==> src/rtl/transport_send_sched.sv <==
// Transmit scheduler: arbitrates control and audio requesters onto one
// byte link, framing each packet as header, payload and 8'hFF trailer.
module transport_send_sched #(
  parameter int AUDIO_WORDS = 8
) (
  input  logic        clk,
  input  logic        reset,
  input  logic        ctrlReq,
  input  logic [7:0]  ctrlCmd,
  output logic        ctrlAck,
  input  logic        audioReq,
  output logic        audioRd,
  input  logic [15:0] audioData,
  input  logic        netBusy,
  output logic        sendSignal,
  output logic [7:0]  packetOut,
  output logic [1:0]  grant
);

  localparam int CW = $clog2(AUDIO_WORDS + 1);

  typedef enum logic [2:0] {
    IDLE,
    HDR,
    CTRL_BYTE,
    AUD_HI,
    AUD_LO,
    TRAIL
  } state_t;

  state_t        state_q, state_d;
  logic          aud_q, aud_d;
  logic          last_q, last_d;
  logic          ack_q, ack_d;
  logic [7:0]    cmd_q, cmd_d;
  logic [7:0]    word_q, word_d;
  logic [CW-1:0] cnt_q, cnt_d;
  logic [CW-1:0] cnt_inc;
  logic          pick_ctrl;

  always_ff @(posedge clk) begin
    if (reset) begin
      state_q <= IDLE;
      aud_q   <= 1'b0;
      last_q  <= 1'b1;
      ack_q   <= 1'b0;
      cmd_q   <= '0;
      word_q  <= '0;
      cnt_q   <= '0;
    end else begin
      state_q <= state_d;
      aud_q   <= aud_d;
      last_q  <= last_d;
      ack_q   <= ack_d;
      cmd_q   <= cmd_d;
      word_q  <= word_d;
      cnt_q   <= cnt_d;
    end
  end

  // last_q=1 means audio had the previous grant
  assign pick_ctrl = ctrlReq && (!audioReq || last_q);
  assign cnt_inc   = cnt_q + CW'(1);
  assign ctrlAck   = ack_q;

  always_comb begin
    state_d    = state_q;
    aud_d      = aud_q;
    last_d     = last_q;
    ack_d      = 1'b0;
    cmd_d      = cmd_q;
    word_d     = word_q;
    cnt_d      = cnt_q;
    sendSignal = 1'b0;
    packetOut  = 8'h00;
    audioRd    = 1'b0;
    unique case (state_q)
      IDLE: begin
        if (!netBusy && (ctrlReq || audioReq)) begin
          state_d = HDR;
          if (pick_ctrl) begin
            aud_d = 1'b0;
            cmd_d = ctrlCmd;
            ack_d = 1'b1;
          end else begin
            aud_d = 1'b1;
          end
        end
      end
      HDR: begin
        sendSignal = 1'b1;
        cnt_d      = '0;
        if (aud_q) begin
          packetOut = 8'h80;
          audioRd   = 1'b1;
          state_d   = AUD_HI;
        end else begin
          packetOut = 8'h40;
          state_d   = CTRL_BYTE;
        end
      end
      CTRL_BYTE: begin
        sendSignal = 1'b1;
        packetOut  = cmd_q;
        state_d    = TRAIL;
      end
      AUD_HI: begin
        sendSignal = 1'b1;
        packetOut  = audioData[15:8];
        word_d     = audioData[7:0];
        state_d    = AUD_LO;
      end
      AUD_LO: begin
        sendSignal = 1'b1;
        packetOut  = word_q;
        cnt_d      = cnt_inc;
        if (cnt_inc < CW'(AUDIO_WORDS)) begin
          audioRd = 1'b1;
          state_d = AUD_HI;
        end else begin
          state_d = TRAIL;
        end
      end
      TRAIL: begin
        sendSignal = 1'b1;
        packetOut  = 8'hFF;
        last_d     = aud_q;
        state_d    = IDLE;
      end
      default: state_d = IDLE;
    endcase
  end

  always_comb begin
    grant = 2'b00;
    if (state_q != IDLE) grant = aud_q ? 2'b10 : 2'b01;
  end

endmodule
==> config.mk <==
export PLATFORM = sky130hd
export DESIGN_NAME = transport_send_sched
export DESIGN_NICKNAME = d
export VERILOG_FILES = /design/src/rtl/transport_send_sched.sv
export SDC_FILE = /design/constraint.sdc
export NUM_CORES = 1
export LEC_CHECK = 0
export BUFFER_PORTS_ARGS = -buffer_cell sky130_fd_sc_hd__buf_2
export CAP_MARGIN = 20
export CORE_ASPECT_RATIO = 1.5
export CORE_MARGIN = 2
export CORE_UTILIZATION = 42
export CTS_CLUSTER_SIZE = 8
export DETAILED_ROUTE_END_ITERATION = 12
export GPL_TIMING_DRIVEN = 0
export HOLD_SLACK_MARGIN = 0.15
export PLACE_DENSITY_LB_ADDON = 0.2
export SLEW_MARGIN = 20
export SYNTH_ARGS = -nofsm -noshare
export SYNTH_HDL_FRONTEND = slang
export SYNTH_SLANG_ARGS = --single-unit
==> constraint.sdc <==
create_clock -name clk -period 3.1 [get_ports clk]
set_clock_uncertainty 0.15 [all_clocks]
set_input_delay 0.93 -clock clk [delete_from_list [all_inputs] [get_ports clk]]
set_output_delay 0.93 -clock clk [all_outputs]
set_load 0.005 [all_outputs]
# After elaboration in Yosys (flattened, before gate mapping)
# Index checks and enable logic that the tools add are counted.
[classes]
add_sub_neg = 1
multipliers = 0
n_div = 0
magnitude_cmp = 1
eq_ne = 6
n_shift = 0
muxes = 15
bitwise = 2
reduce_logical = 13
[op_table]
columns = ["cell", "count"]
rows = [
  ["8-bit case mux with 5 select lines", 1],
  ["3-bit case mux with 5 select lines", 1],
  ["8-bit two-way mux", 1],
  ["4-bit case mux with 2 select lines", 1],
  ["3-bit by 2-bit equality test with 1-bit output, second input constant", 2],
  ["3-bit equality test, second input constant", 2],
  ["1-bit two-way mux", 6],
  ["3-bit two-way mux", 2],
  ["5-bit OR reduction", 1],
  ["4-bit by 1-bit adder with 4-bit output, second input constant", 1],
  ["4-bit < comparator, second input constant", 1],
  ["2-bit two-way mux", 2],
  ["3-bit by 1-bit equality test with 1-bit output, second input constant", 1],
  ["3-bit logical NOT", 1],
  ["3-bit AND reduction", 1],
  ["3-bit nonzero test", 1],
  ["3-bit OR reduction", 1],
  ["1-bit logical AND", 2],
  ["1-bit logical NOT", 2],
  ["1-bit logical OR", 2],
  ["2-bit inequality test, second input constant", 1],
  ["1-bit NOT", 2],
  ["1-bit case mux with 2 select lines", 1],
  ["2-bit AND reduction", 1],
  ["2-bit nonzero test", 1],
]
[totals]
reg_bits = 26
latch_bits = 0
ramBits = 0
rom_bits = 0
in_bits = 29
mem_count = 0

# Longest topological paths before layout
[depth]
depth_word = 4
mapped_depth = 7

# Worst setup path before layout
# OpenSTA, ideal clock, no wires.
[synth_path]
path_type = "register to output"
start = "register state_q[2]"
end = "output packetOut[6]"
t_arrival_ps = 1480
path_slack_ps = 540
path_stages_with_launch = 8
cell_sequence = "dfxtp_1 -> buf_4 -> inv_1 -> ha_1 -> clkbuf_1 -> nor3_1 -> a21oi_1 -> a211oi_1"
[synth_between]
elab_chain_len = 2
elab_cells_between_ends = 6
cone_classes = "eq/ne: 5; mux: 1"
[synth_lines]
columns = ["item", "line_no", "rtl"]
rows = [
  ["from (decl)", "31", "state_t state_q, state_d;"],
  ["from (signal assigned)", "51", "state_q <= state_d;"],
  ["3-bit equality test (tied with other cells)", "77", "unique case (state_q)"],
  ["8-bit case mux with 5 select lines *", "77", ""],
  ["to (decl)", "16", "output logic [7:0] packetOut,"],
]
# Mark *: on every way between the ends. The rest lies on a longest branch, timed or not.

# Final worst setup path
# Ends and elaborated chain as after synthesis.

==> qor.txt <==
Outcome: finished clean
Fin cells: 256
CTS tree: done
Post-synthesis sequential area ratio: 0.374
Startpoint Class: flop
Power Total: 0.716 mW
Initial antenna violation count: 0
Critical Path AT: 1.87 ns
Hold Slack: 0.305 ns
Placed instance area: 0.00164 mm^2
Post-route cell area: 0.00169 mm^2
Max-slew headroom: 0.655
Die span in y: 74.5 um
Pleak: 0.711 nW
Post-synth cell types: 34
Drt pass-1 iters: 4
CTS sink count: 26
Via/cell ratio: 5.36
Post-DP HPWL: 2610 um
Die W: 51.0 um
Syn Std Cell Area: 0.00139 mm^2
RSZ-0062 raised after global routing: false
# rows: 25
Number of synthesized register bits: 26
Yosys warns: 0
Register area: 522 um^2
Max_cap viols: 0
F_max: 339 MHz
Area contributors post-synth: dfxtp_1, mux2i_1, nor2_1
Worst slack, placed: 0.183 ns
Final WS setup: 0.150 ns
Max FO, Critical Path: 10
Initial Util: 0.441
Finish-stage setup viols: 0
Critical Path RT: 2.02 ns
Fill cells: 330
Fraction of power spent switching nets: 0.288
Clock Pin Slew Worst Setup and Hold Paths: 0.09 ns
I/O Buffers: 40
Multi-input gate area: 787 um^2
CTS Root Cell: clkbuf_8
Share of layout cells above drive strength 1: 0.250
Flop pwr share: 0.500
Clock power share: 0.259
Core area: 0.00316 mm^2
Logic pwr share: 0.241
DRC: 0
Core Util, Final: 0.535
Hold Buf Count CTS: 0
Critical path type: flop to primary output
Final Max Tran Viols: 0
Final hold vios: 0
Top-area cell type share of the netlist area: 0.374
Final ANT Viol Nets: 0
Cell Int Power: 0.510 mW
Largest net degree at the start of global routing: 14
NetSw: 0.206 mW
Dominant cell type by area after synthesis: dfxtp_1
Per-cell routed wire length: 13.7 um
Worst-Margin Slew: 0.518 ns
Top Ports: 42
Final Wtd Congestion: 0.834
P&R area growth vs syn: 21.3%
Post-Syn Instances: 174
Placed cell count: 254
Cell Pwr Density: 424 mW/mm^2
H-tree Lvls: 1
CTS Buffer Depth: 2
N_diodes: 0
Clk Latency, worst-skew pair: 0.26 ns
DR iter-0 viols: 29
Crit share post-route: 0.952
Grt ovf: 0
DIE AREA: 0.00380 mm^2
Crit. End Element: primary output
Max VDD drop: 0.263 mV
Vias in the first global route: 1291
Reg2reg setup slack: 1.57 ns
Vias: 1372
Syn nets: 205
HP Class: flop to flop
Fin crit period: 2.95 ns
GRT Overall Usage: 0.194
Syn avg cell area: 8.00 um^2
Final setup TNS: 0 ns
Total CTS buffers: 3
Total Wirelength: 3500 um
First-pass GRT wire length: 5650 um
Total Nets Final: 249
-- cell type report --
cell class | instances | share of cell area
Buffer | 12 | 0.0415
Timing Repair Buffer | 40 | 0.119
Clock buffer | 3 | 0.0244
Multi-Input combinational cell | 130 | 0.466
Tap cell | 40 | 0.0296
Sequential cell | 26 | 0.309
Inverter | 5 | 0.0111
-- synth_stat cells (all sizes together) --
cell type / number
a31oi: 1
a2bb2oi: 1
ha: 2
nand2: 13
or3: 1
and2: 1
o22ai: 3
o21bai: 1
a22oi: 1
buf: 8
nand2b: 4
or4: 1
a21o: 1
o211ai: 1
a21oi: 16
a211oi: 2
o21ai: 14
dfxtp: 26
and2b: 3
inv: 5
o21a: 7
nor2: 23
nand3: 11
nand4b: 1
mux2i: 15
nand3b: 1
xor2: 1
a22o: 1
clkbuf: 5
nor3: 4
-- worst max-delay path, stage by stage (launching register included) --
cell	delay, ns
dfxtp_2	0.38
buf_4	0.18
inv_1	0.09
ha_2	0.44
o21ai_0	0.11
a21oi_1	0.19
a211oi_2	0.05
buf_2	0.16
-- state kept, by name, indices dropped and copies added (netlist names) --
register and count:
cmd_q 8, word_q 8, cnt_q 4, state_q 3, aud_q 1, ctrlAck 1
last_q 1
-- power by group through the flow --
stage / clock network, mW / logic, mW / registers (mW)
after global placement: 0 / 0.169 / 0.365
final: 0.185 / 0.173 / 0.358
after detailed placement: 0 / 0.170 / 0.365
after CTS: 0.195 / 0.172 / 0.358
after floorplan: 0 / 0.115 / 0.362
after global routing: 0.207 / 0.192 / 0.359
-- layer usage --
layer | vias to the layer above | global-route usage | part of all wire
li1 | 695 | - | -
met1 | 630 | 0.240 | 0.42
met2 | 45 | 0.352 | 0.53
met3 | 2 | 0.0261 | 0.049
met4 | 0 | 0.0480 | 0.0057
met5 | - | 0 | 0
-- logic make-up (layout without fill, tap and decap cells) --
| logic type | count (synthesis) | count (layout) | share of synthesized area |
|---|---|---|---|
| AND/OR/NAND/NOR | 63 | 63 | 0.219 |
| AO/OA/AOI/OAI | 49 | 49 | 0.208 |
| flip-flops | 26 | 26 | 0.374 |
| buffers and inverters | 18 | 60 | 0.0665 |
| multiplexers | 15 | 15 | 0.108 |
| adder cells (fa/ha/maj) | 2 | 2 | 0.0180 |
| XOR/XNOR | 1 | 1 | 0.00629 |
-- worst paths after layout --
check        startpoint           end  depth (start not counted)
max          state_q[2]  packetOut[6]                          7
min           word_q[4]     word_q[4]                          2
max reg2reg  state_q[1]     word_q[5]                          4
min reg2reg   word_q[4]     word_q[4]                          2
-- what timing repair did --
action,4_1_cts,5_1_grt
cloned,0,0
setup buffers,0,0
endpoints found under the setup margin,1,1
resized for setup,1,2
-- placed cells by master, fill, tap and decap left out, types with 3 or more instances in the layout --
master     n
nand3_1   11
o22ai_1    3
clkbuf_8   3
clkbuf_1   4
dfxtp_1   25
buf_4      4
a21oi_1   16
and2b_1    3
o21ai_0   14
o21a_1     7
nor2_1    23
nand2_1   13
nand2b_1   4
mux2i_1   15
inv_1      5
buf_2     42
nor3_1     3
No activity file was read; power rests on OpenSTA's default activity.
